[config.mk]
export PLATFORM = sky130hd
export DESIGN_NAME = pixel_write_buffer_flat
export DESIGN_NICKNAME = d
export VERILOG_FILES = /design/src/rtl/pixel_write_buffer_if.sv /design/src/rtl/pixel_write_buffer.sv /design/src/flat_wrapper.sv
export SDC_FILE = /design/constraint.sdc
export NUM_CORES = 1
export LEC_CHECK = 0
export BUFFER_PORTS_ARGS = -buffer_cell sky130_fd_sc_hd__clkbuf_2
export CAP_MARGIN = 20
export CORE_ASPECT_RATIO = 1.75
export CORE_MARGIN = 2
export CORE_UTILIZATION = 45
export DETAILED_ROUTE_END_ITERATION = 10
export PLACE_DENSITY = 0.61
export REMOVE_ABC_BUFFERS = 1
export SLEW_MARGIN = 0
export SYNTH_ARGS = -nofsm -noshare
export SYNTH_HDL_FRONTEND = slang
export SYNTH_SLANG_ARGS = --single-unit
[constraint.sdc]
create_clock -name clk -period 4.6 [get_ports clk]
set_input_delay 0.46 -clock clk [delete_from_list [all_inputs] [get_ports clk]]
set_output_delay 0.46 -clock clk [all_outputs]
set_load 0.05 [all_outputs]
[src/rtl/pixel_write_buffer_if.sv]
// pixel_write_buffer_if: raster-core pixel handshake and SRAM write port bundle
interface pixel_write_buffer_if;
  logic data_ready;
  logic [18:0] address;
  logic [15:0] color;
  logic frame_target;
  logic data_sent;
  logic sram_wr_req;
  logic [19:0] sram_addr;
  logic [15:0] sram_wdata;
  logic sram_wr_ack;
  logic idle;
  logic [7:0] drop_count;
  modport master (
    output data_ready, address, color, frame_target, sram_wr_ack,
    input data_sent, sram_wr_req, sram_addr, sram_wdata, idle, drop_count
  );
  modport slave (
    input data_ready, address, color, frame_target, sram_wr_ack,
    output data_sent, sram_wr_req, sram_addr, sram_wdata, idle, drop_count
  );
endinterface

[src/rtl/pixel_write_buffer.sv]
// pixel_write_buffer: FIFO from raster core to SRAM write port, discarding and counting off-screen pixels
module pixel_write_buffer #(
  parameter int DEPTH = 8,
  parameter int PIX_LIMIT = 307200
) (
  input logic clk,
  input logic n_rst,
  pixel_write_buffer_if.slave bus
);
  localparam int AW = $clog2(DEPTH);
  localparam logic [18:0] LIMIT = 19'(PIX_LIMIT);
  typedef enum logic {IDLE, WRITE} state_t;
  state_t state, state_nxt;
  logic [35:0] mem [DEPTH];
  logic [AW-1:0] wr_ptr, rd_ptr;
  logic [AW:0] count;
  logic in_range, take, push, pop, load;
  assign in_range = bus.address < LIMIT;
  // Out-of-range pixels are taken even when full since they never occupy a slot
  assign take = bus.data_ready & ~bus.data_sent & ((count != (AW+1)'(DEPTH)) | ~in_range);
  assign push = take & in_range;
  assign pop = (state == WRITE) & bus.sram_wr_ack;
  assign load = (state == IDLE) & (count != '0);
  assign bus.sram_wr_req = state == WRITE;
  assign bus.idle = (count == '0) & (state == IDLE);
  always_comb begin
    state_nxt = state;
    state_nxt = load ? WRITE : pop ? IDLE : state;
  end
  always_ff @(posedge clk or negedge n_rst)
    if (!n_rst) state <= IDLE;
    else state <= state_nxt;
  always_ff @(posedge clk)
    if (push) mem[wr_ptr] <= {bus.frame_target, bus.address, bus.color};
  always_ff @(posedge clk or negedge n_rst)
    if (!n_rst) begin
      wr_ptr <= '0;
      rd_ptr <= '0;
      count <= '0;
      bus.data_sent <= 1'b0;
      bus.drop_count <= '0;
      bus.sram_addr <= '0;
      bus.sram_wdata <= '0;
    end else begin
      bus.data_sent <= take;
      if (push) wr_ptr <= wr_ptr + AW'(1);
      if (pop) rd_ptr <= rd_ptr + AW'(1);
      count <= count + (AW+1)'(push) - (AW+1)'(pop);
      if (take & ~in_range & ~&bus.drop_count) bus.drop_count <= bus.drop_count + 8'd1;
      if (load) {bus.sram_addr, bus.sram_wdata} <= mem[rd_ptr];
    end
endmodule

[src/flat_wrapper.sv]
// flat-port wrapper written by rule: the top's interface ports become plain ports
module pixel_write_buffer_flat 
#(
  parameter int DEPTH = 8,
  parameter int PIX_LIMIT = 307200
)
  (clk, n_rst, bus_data_ready, bus_address, bus_color, bus_frame_target, bus_sram_wr_ack, bus_data_sent, bus_sram_wr_req, bus_sram_addr, bus_sram_wdata, bus_idle, bus_drop_count);
  pixel_write_buffer_if bus_i ();
  input logic clk;
  input logic n_rst;
  input wire logic [$bits(bus_i.data_ready)-1:0] bus_data_ready;
  input wire logic [$bits(bus_i.address)-1:0] bus_address;
  input wire logic [$bits(bus_i.color)-1:0] bus_color;
  input wire logic [$bits(bus_i.frame_target)-1:0] bus_frame_target;
  input wire logic [$bits(bus_i.sram_wr_ack)-1:0] bus_sram_wr_ack;
  output wire logic [$bits(bus_i.data_sent)-1:0] bus_data_sent;
  output wire logic [$bits(bus_i.sram_wr_req)-1:0] bus_sram_wr_req;
  output wire logic [$bits(bus_i.sram_addr)-1:0] bus_sram_addr;
  output wire logic [$bits(bus_i.sram_wdata)-1:0] bus_sram_wdata;
  output wire logic [$bits(bus_i.idle)-1:0] bus_idle;
  output wire logic [$bits(bus_i.drop_count)-1:0] bus_drop_count;
  assign bus_i.data_ready = bus_data_ready;
  assign bus_i.address = bus_address;
  assign bus_i.color = bus_color;
  assign bus_i.frame_target = bus_frame_target;
  assign bus_i.sram_wr_ack = bus_sram_wr_ack;
  assign bus_data_sent = bus_i.data_sent;
  assign bus_sram_wr_req = bus_i.sram_wr_req;
  assign bus_sram_addr = bus_i.sram_addr;
  assign bus_sram_wdata = bus_i.sram_wdata;
  assign bus_idle = bus_i.idle;
  assign bus_drop_count = bus_i.drop_count;
  pixel_write_buffer #(.DEPTH(DEPTH), .PIX_LIMIT(PIX_LIMIT)) u_core (.clk(clk), .n_rst(n_rst), .bus(bus_i));
endmodule
==> impl_metrics.yaml, run 1 <==
clocking:
  cts_hold_buf: 1
  numCtsBuffers: 30
  clock_path_buffers: 3
  clkTransAtPathRegs_ns: 0.06
  ctsResizeCount: 0
  insertion_delay_ns: 0.56
  h-tree-depth: 1
  cts_tree: "yes"
  cts_root_buffer: "clkbuf_16"
  cts_setup_buffers: 0
  cts_sinks: 344
cells_and_area:
  seq_area_sq_um: 10100
  fin_nets: 794
  multiInputGateArea_sq_um: 2990
  area_growth_pct: 14.9
  drive_gt1_share_pct: 28.3
  fillers: 2359
  fin_area_sq_um: 15200
  post-route-util_pct: 52.2
placement:
  io_buffers: 86
  place_area_sq_um: 14100
  hpwl_um: 15200
  place_congestion: 0.725
  pre_cts_ws_ns: 1.20
synthesis:
  seq_area_frac_synth_pct: 76.0
  synthArstFlopShare_pct: 16.3
  syn_area_sq_um: 13200
  synth_edf_count: 288
  synth_area_per_cell_sq_um: 20.7
  yosys_warnings: 0
  yosysMostFrequentCell: "edfxtp_1"
  synth_top_cell_by_area: "edfxtp_1"
  synthFlopType: "edfxtp_1"
  syn_inst: 640
  ys_types: 35
  synth_commonest_cells: "edfxtp_1, dfrtp_1, mux4_2, nor2_1, a21oi_1"
  synth_seq_cells: 344
  ys_top_cells_by_area: "edfxtp_1, dfrtp_1, mux4_2, mux4_1, mux2i_1"
  synth.top_cell.area_share_pct: 65.4
sta:
  whs_ns: 0.178
  fin_crit_sh_pct: 60.8
  worst_pin_slew_ns: 1.11
  hold_violations: 0
  finalClockSkew_ns: 0.0116
  postLayoutSetupSlackWorst_ns: 1.80
  slew-limit-headroom_pct: 26.3
  rsz0062_at_grt: "no"
  slew_violations: 0
  setup-tns-final_ns: 0
  layout_min_cycle_time_ns: 2.80
  setup-violations-final: 0
  fmax_ghz: 0.358
setup_path:
  end_kind: "flip-flop"
  crit_fanout: 23
  slowest_delay_ns: 0.75
  path_cells: "clkbuf_2 -> a211o_1 -> o21ai_2 -> nand4b_1 -> nor2_4 -> buf_4"
  cp.arrival_ns: 3.03
  cpMaxStageDelayCell: "nor2_4"
  critical_path.reg2reg.endpoint: "u_core.mem[6][1]"
  critPathKind: "input pin to flip-flop"
  required_ns: 4.84
  r2r_slack_ns: 1.88
  worst_setup_path_start_kind: "input pin"
  r2r-start: "u_core.bus.data_sent"
  reg2reg_depth: 4
outcome:
  status: "completed"
job:
  maxCapViolCount: 0
power_and_ir_drop:
  powerDensity_nw_per_um2: 631
  leakage_nw: 5.33
  ir_drop_v: 0.000335
grt:
  grt_overflow_total: 0
  grt_usage_pct: 17.7
  grt_max_degree: 75
  antenna_found_initial: 1
  grt_pass1_wl_um: 40800
  grt_pass1_vias: 6965
routing:
  drt-initial-drc-count: 457
  wl_per_cell_um: 22.8
  vias: 6262
  dr.pass1.iters: 4
  wl_um: 26200
  via_per_inst: 5.44
  drc: 0
  ant_nets: 0
floorplanning:
  start_util_pct: 45.5
  die_area_sq_um: 30800
  chipHeight_um: 231
  core-area_sq_um: 29100
  num_io_pins: 87
  fp.dieW_um: 134
  rows: 83
hold_path:
  hold_class: "input pin to flip-flop"
  hold_depth: 1
  worstHoldStart: "bus_address[1]"
  min_to: "u_core.mem[6][17]"
critical path: cells and delay by family:
family / cells / cell delay (ns)
AND/OR/NAND/NOR: 2 / 1.22
buffers and inverters: 2 / 0.54
AO/OA/AOI/OAI: 2 / 0.79
cells by family after synthesis:
group / count (synthesis) / share of synthesized area, %
multiplexers: 113 / 16.0
XOR/XNOR: 9 / 0.596
AND/OR/NAND/NOR: 78 / 2.60
buffers and inverters: 41 / 1.82
flip-flops: 344 / 76.0
AO/OA/AOI/OAI: 45 / 1.89
adder cells (fa/ha/maj): 10 / 1.00
power by group:
part	internal (mW)	switching, mW	leakage (nW)	total [mW]
clock	1.55	1.07	0.512	2.62
sequential	3.79	0.402	3.24	4.20
combinational	1.11	1.65	1.58	2.76
total	6.45	3.13	5.33	9.58
registers in the layout (all words and copies together), names as in the netlist:
signal,count
u_core.mem,288
u_core.bus.drop_count,8
u_core.wr_ptr,3
u_core.bus.sram_wdata,16
u_core.count,4
u_core.bus.sram_wr_req,1
u_core.bus.data_sent,1
u_core.rd_ptr,3
u_core.bus.sram_addr,20
area by class of cell:
class,instances,area share (%)
repair buffers,101,3.72
flip-flops and latches,344,66.2
clock inverters,13,1.10
clock buffers,43,5.80
diodes,1,0.0165
inverters,12,0.297
multi-input cells,255,19.7
well taps,382,3.15
routing by layer:
layer  track usage (%)  part of all wire [%]  vias to the layer above
met5                 0                     0                        -
met4              7.08                   3.3                        0
met3              2.35                   3.6                       44
met2              32.7                    55                      140
met1              20.6                    38                     3296
li1                  -                     -                     2782
worst max path at each step:
| stage | depth (start not counted) | end | startpoint | slack, ns |
|---|---|---|---|---|
| floorplan | 4 | u_core.mem[1][0] | bus_address[14] | 0.32 |
| CTS | 6 | u_core.mem[6][1] | bus_address[14] | 1.77 |
| finish | 6 | u_core.mem[6][1] | bus_address[14] | 1.80 |
| global placement | 6 | u_core.mem[6][1] | bus_address[14] | 1.25 |
| global route | 6 | u_core.mem[6][1] | bus_address[14] | 1.66 |
| detailed placement | 6 | u_core.mem[6][35] | bus_address[14] | 1.20 |
per-stage QoR:
step | power [mW] | instances
2_1_floorplan | 6.28 | 611
3_3_place_gp | 7.00 | 1092
3_5_place_dp | 7.06 | 1092
4_1_cts | 9.70 | 1149
5_1_grt | 10.0 | 1151
6_report | 9.58 | 1151
cell usage in the layout (no fill, tap or decap), drive strengths merged:
cell type	n
clkinv	7
nand3	3
edfxtp	288
bufinv	4
a21o	1
nor2b	1
nor4	3
nor3	6
nand4b	1
mux2i	36
a21oi	38
diode	1
mux4	72
a211o	1
fa	1
dfrtp	56
nand2b	3
clkinvlp	2
o21ba	1
a2bb2oi	1
ha	9
dlygate4sd3	1
nand2	10
nor2	46
o21ai	1
a31oi	2
and3	1
mux2	5
xnor2	5
nand4	4
clkbuf	128
xor2	4
buf	15
inv	12
Power figures use the tool's default switching activity.
==> inputs of run 2 (changes only) <==
Settings changed: PLACE_DENSITY 0.61 to 0.64.
Clock period 4.6 ns to 2.3 ns, I/O delays scaled along.
==> run 2 against run 1 <==
Critical path depth up 2. Core utilization rose by 2.0 points. Cell area rose by 3.9%. Non-clock buffer count up 51. Sequential power increased by 94%. Register-to-register slack worse by 1.5 ns. Wire length decreased by 1.6%. Via count rose by 2.6%. First-iteration DRC count is 21% lower. Sequential share of layout area decreased by 2.5 points. Combinational power is 120% higher. Critical endpoint is now u_core.mem[1][1].
==> impl_metrics.yaml, run 2 (synthesis gave the netlist of run 1 again) <==
placement:
  hpwl_um: 16200
  dp.cells: 1112
  place_congestion: 0.757
  pre_cts_ws_ns: 0.180
  place_area_sq_um: 14400
  io_buffers: 86
sta:
  worst_pin_slew_ns: 0.820
  slew-limit-headroom_pct: 45.3
  setup-violations-final: 0
  finalClockSkew_ns: 0.0185
  setup-tns-final_ns: 0
  layout_min_cycle_time_ns: 2.11
  fmax_ghz: 0.474
  slew_violations: 0
  rsz0062_at_grt: "no"
  fin_crit_sh_pct: 91.7
  whs_ns: 0.00948
  postLayoutSetupSlackWorst_ns: 0.190
  hold_violations: 0
clocking:
  cts_sinks: 344
  clkTransAtPathRegs_ns: 0.07
  h-tree-depth: 1
  numCtsBuffers: 28
  ctsResizeCount: 0
  insertion_delay_ns: 0.56
  cts_root_buffer: "clkbuf_16"
  clock_path_buffers: 3
  cts_hold_buf: 33
  cts_setup_buffers: 0
  cts_tree: "yes"
cells_and_area:
  reg_top3: "u_core.mem (288), u_core.bus.sram_addr (20), u_core.bus.sram_wdata (16)"
  diodes: 0
  area_growth_pct: 19.4
  mostFrequentLayoutCells: "edfxtp_1, clkbuf_2, dfrtp_1"
  final_cells: 1197
  regMostFlops: "u_core.mem"
  fin_area_sq_um: 15800
  drive_gt1_share_pct: 28.7
  fillers: 2257
  fin_nets: 843
  final_common_cell: "edfxtp_1"
  largest_register_ffs: 288
power_and_ir_drop:
  leakage_nw: 5.57
  ir_drop_v: 0.000703
  powerDensity_nw_per_um2: 1230
grt:
  grt_pass1_wl_um: 39900
  antenna_found_initial: 0
  grt_max_degree: 57
  grt_pass1_vias: 6992
  grt_overflow_total: 0
  grt_usage_pct: 17.1
setup_path:
  end_kind: "flip-flop"
  worst_setup_path_start_kind: "input pin"
  critPathKind: "input pin to flip-flop"
  required_ns: 2.53
  cp.arrival_ns: 2.34
  crit_fanout: 18
hold_path:
  hold_class: "input pin to flip-flop"
floorplanning:
  num_io_pins: 87
  fp.dieW_um: 134
  start_util_pct: 45.5
  rows: 83
  core-area_sq_um: 29100
  die_area_sq_um: 30800
  chipHeight_um: 231
routing:
  wl_um: 25800
  drt-initial-drc-count: 360
  dr.pass1.iters: 4
  wl_per_cell_um: 21.6
  drc: 0
  vias: 6426
  ant_nets: 0
  via_per_inst: 5.37
outcome:
  status: "completed"
job:
  maxCapViolCount: 0
-- run 2: cell count changes in the layout (fill, tap and decap cells not counted), moves of 2 or more --
| cell | previous run | this run |
|---|---|---|
| bufinv_16 | 4 | 7 |
| clkbuf_16 | 31 | 29 |
| buf_12 | 0 | 14 |
| dlygate4sd3_1 | 1 | 33 |
| buf_4 | 13 | 20 |
| clkinv_1 | 2 | 4 |
| clkbuf_8 | 6 | 0 |
| clkbuf_1 | 6 | 2 |
-- run 2: stage by stage --
| step | power, mW | util (%) |
|---|---|---|
| finish | 19.4 | 54.3 |
| global route | 20.3 | 54.3 |
| CTS | 19.7 | 54.3 |
| detailed placement | 14.4 | 49.6 |
| global placement | 14.2 | 49.6 |
| floorplan | 12.5 | - |
-- run 2: routing by layer --
layer	global-route usage (%)	vias to the layer above	share of wire, %
li1	-	2884	-
met1	21.4	3359	40
met5	0	-	0
met4	5.19	0	2.0
met3	2.22	33	4.4
met2	30.9	150	54
-- run 2: power breakdown --
group          leakage [nW]  switching [mW]  total (mW)  internal, mW
Combinational          1.85            3.59        6.02          2.44
Sequential             3.24           0.568        8.15          7.59
Clock                 0.490            2.16        5.25          3.09
-- run 2: final cells by class --
| class | instances | area (sq um) | area share [%] |
|---|---|---|---|
| well taps | 382 | 478 | 3.03 |
| inverters | 12 | 45.0 | 0.285 |
| flip-flops and latches | 344 | 10100 | 63.7 |
| repair buffers | 152 | 1190 | 7.52 |
| clock inverters | 21 | 290 | 1.84 |
| clock buffers | 31 | 733 | 4.65 |
| multi-input cells | 255 | 2990 | 18.9 |
-- run 2: path summary, 6_finish.rpt --
| kind | slack (ns) | endpoint | cells after the start | from |
|---|---|---|---|---|
| max | 0.19 | u_core.mem[1][1] | 8 | bus_address[14] |
| min | 0.009 | u_core.mem[5][12] | 1 | bus_color[12] |
| max reg2reg | 0.35 | u_core.mem[1][1] | 7 | u_core.count[2] |
| min reg2reg | 0.53 | u_core.bus.sram_addr[18] | 2 | u_core.bus.sram_addr[18] |
| max in group asynchronous | 1.39 | u_core.rd_ptr[1] | 2 | n_rst |
| min in group asynchronous | 0.30 | u_core.bus.sram_wdata[2] | 2 | n_rst |
-- run 2: worst max-delay path, stage by stage --
cell	delay, ns
dlygate4sd3_1	0.53
clkbuf_2	0.18
a211o_1	0.34
o21ai_2	0.23
nand4_1	0.14
buf_4	0.20
nor3_2	0.16
buf_4	0.32
==> inputs of run 3 (changes only) <==
Settings changed: CORE_UTILIZATION 45 to 50, PLACE_DENSITY 0.64 to 0.69, TNS_END_PERCENT set to 10.
==> run 3 against run 2 <==
Wire length barely moved. Cell count is 5.8% lower. Cell area decreased by 1.2%. Setup slack improved by 0.010 ns. Critical path depth did not move. Clock power decreased by 4.8%. Clock-buffer cell count is 7 higher. Via count grew 0.37%. Worst hold slack gained 0.014 ns.
==> impl_metrics.yaml, run 3 (synthesis gave the netlist of run 1 again) <==
power_and_ir_drop:
  ir_drop_v: 0.000762
  power_mw: 19.1
  powerDensity_nw_per_um2: 1230
  leakage_nw: 5.52
routing:
  dr.pass1.iters: 5
  wl_per_cell_um: 22.9
  wl_um: 25800
  via_per_inst: 5.72
  ant_nets: 0
  vias: 6450
  drc: 0
  drt-initial-drc-count: 459
grt:
  met2_usage_pct: 34.4
  top_usage_layer: "met2"
  grt_pass1_vias: 6864
  antenna_found_initial: 0
  grt_usage_pct: 19.1
  grt_pass1_wl_um: 40000
  grt_overflow_total: 0
  grt.met3_usage_pct: 2.58
  use_met1_pct: 24.3
  grt_max_degree: 75
floorplanning:
  start_util_pct: 50.9
  fp.dieW_um: 127
  die_area_sq_um: 27800
  num_io_pins: 87
  chipHeight_um: 219
  rows: 78
  core-area_sq_um: 26000
setup_path:
  r2r_slack_ns: 0.26
  cp.arrival_ns: 2.32
  reg2reg_depth: 6
  critical_path.reg2reg.endpoint: "u_core.bus.sram_wdata[1]"
  required_ns: 2.52
  r2r-start: "u_core.count[2]"
  critPathKind: "input pin to flip-flop"
  end_kind: "flip-flop"
  crit_fanout: 19
  worst_setup_path_start_kind: "input pin"
sta:
  slew_violations: 0
  worst_pin_slew_ns: 0.972
  layout_min_cycle_time_ns: 2.10
  setup-violations-final: 0
  hold_violations: 0
  fmax_ghz: 0.476
  setup-tns-final_ns: 0
  fin_crit_sh_pct: 91.3
  finalClockSkew_ns: 0.0115
  slew-limit-headroom_pct: 35.1
  rsz0062_at_grt: "no"
cells_and_area:
  reg_top3: "u_core.mem (288), u_core.bus.sram_addr (20), u_core.bus.sram_wdata (16)"
  largest_register_ffs: 288
  fin_area_sq_um: 15600
  fin_nets: 835
  area_growth_pct: 18.0
  regMostFlops: "u_core.mem"
  drive_gt1_share_pct: 28.3
  diodes: 0
  mostFrequentLayoutCells: "edfxtp_1, clkbuf_2, dfrtp_1"
  final_common_cell: "edfxtp_1"
clocking:
  insertion_delay_ns: 0.55
  numCtsBuffers: 29
  clock_path_buffers: 3
  cts_setup_buffers: 0
  clkTransAtPathRegs_ns: 0.07
  cts_sinks: 344
  cts_root_buffer: "clkbuf_16"
  cts_tree: "yes"
  h-tree-depth: 1
hold_path:
  hold_depth: 1
  worstHoldStart: "bus_address[16]"
  min_to: "u_core.mem[4][32]"
  hold_class: "input pin to flip-flop"
placement:
  io_buffers: 86
  place_area_sq_um: 14300
  hpwl_um: 15800
  place_congestion: 0.762
job:
  maxCapViolCount: 0
outcome:
  status: "completed"
==> run 3: final cells by class <==
| type | instances | area, sq um |
|---|---|---|
| timing repair buffer | 143 | 1120 |
| clock buffer | 38 | 779 |
| fill | 1864 | 10400 |
| multi-input combinational | 255 | 2990 |
| sequential | 344 | 10100 |
| clock inverter | 15 | 195 |
| tap | 320 | 400 |
| inverter | 12 | 45.0 |
==> run 3: timing repair <==
| item | CTS | global route |
|---|---|---|
| hold endpoints to repair | 281 | 0 |
| endpoints found under the setup margin | 0 | 1 |
| hold buffers | 30 | 0 |
| gates resized for setup | 0 | 1 |
==> run 3: stage by stage <==
step / worst slack [ns] / cells / hold WS [ns] / util, %
global placement: 0.265 / 1044 / 0.260 / 55.1
floorplan: -1.84 / 611 / -0.0656 / -
CTS: 0.118 / 1127 / 0.00138 / 60.0
global route: 0.0863 / 1127 / 0.00838 / 60.1
finish: 0.201 / 1127 / 0.0236 / 60.1
detailed placement: 0.224 / 1044 / 0.269 / 55.1
==> run 3: report_power, final <==
| group | leakage, nW | total, mW | internal, mW | switching, mW |
|---|---|---|---|---|
| registers | 3.24 | 8.07 | 7.59 | 0.479 |
| logic | 1.81 | 6.08 | 2.39 | 3.68 |
| clock network | 0.475 | 5.00 | 2.86 | 2.15 |
==> run 3: critical path, stage by stage <==
cell and delay (ns):
dlygate4sd3_1 0.54, clkbuf_2 0.18, a211o_1 0.34, o21ai_2 0.21, nand4_1 0.12, buf_4 0.19, nor3_2 0.16, buf_4 0.33
==> run 3: per-layer routing <==
| metal | up-vias | part of all wire [%] |
|---|---|---|
| li1 | 2866 | - |
| met4 | 0 | 2.0 |
| met3 | 31 | 4.6 |
| met2 | 187 | 54 |
| met5 | - | 0 |
| met1 | 3366 | 39 |
==> run 3: how the worst max path moves through the flow <==
stage	start	end	slack [ns]	cells past startpoint
3_5_place_dp	bus_address[14]	u_core.mem[1][21]	0.22	7
6_report	bus_address[14]	u_core.mem[1][11]	0.20	8
3_3_place_gp	bus_address[14]	u_core.mem[1][21]	0.27	7
2_1_floorplan	u_core.bus.data_sent	u_core.mem[0][0]	-1.84	3
5_1_grt	u_core.count[1]	bus_idle	0.09	4
4_1_cts	u_core.count[1]	bus_idle	0.12	4
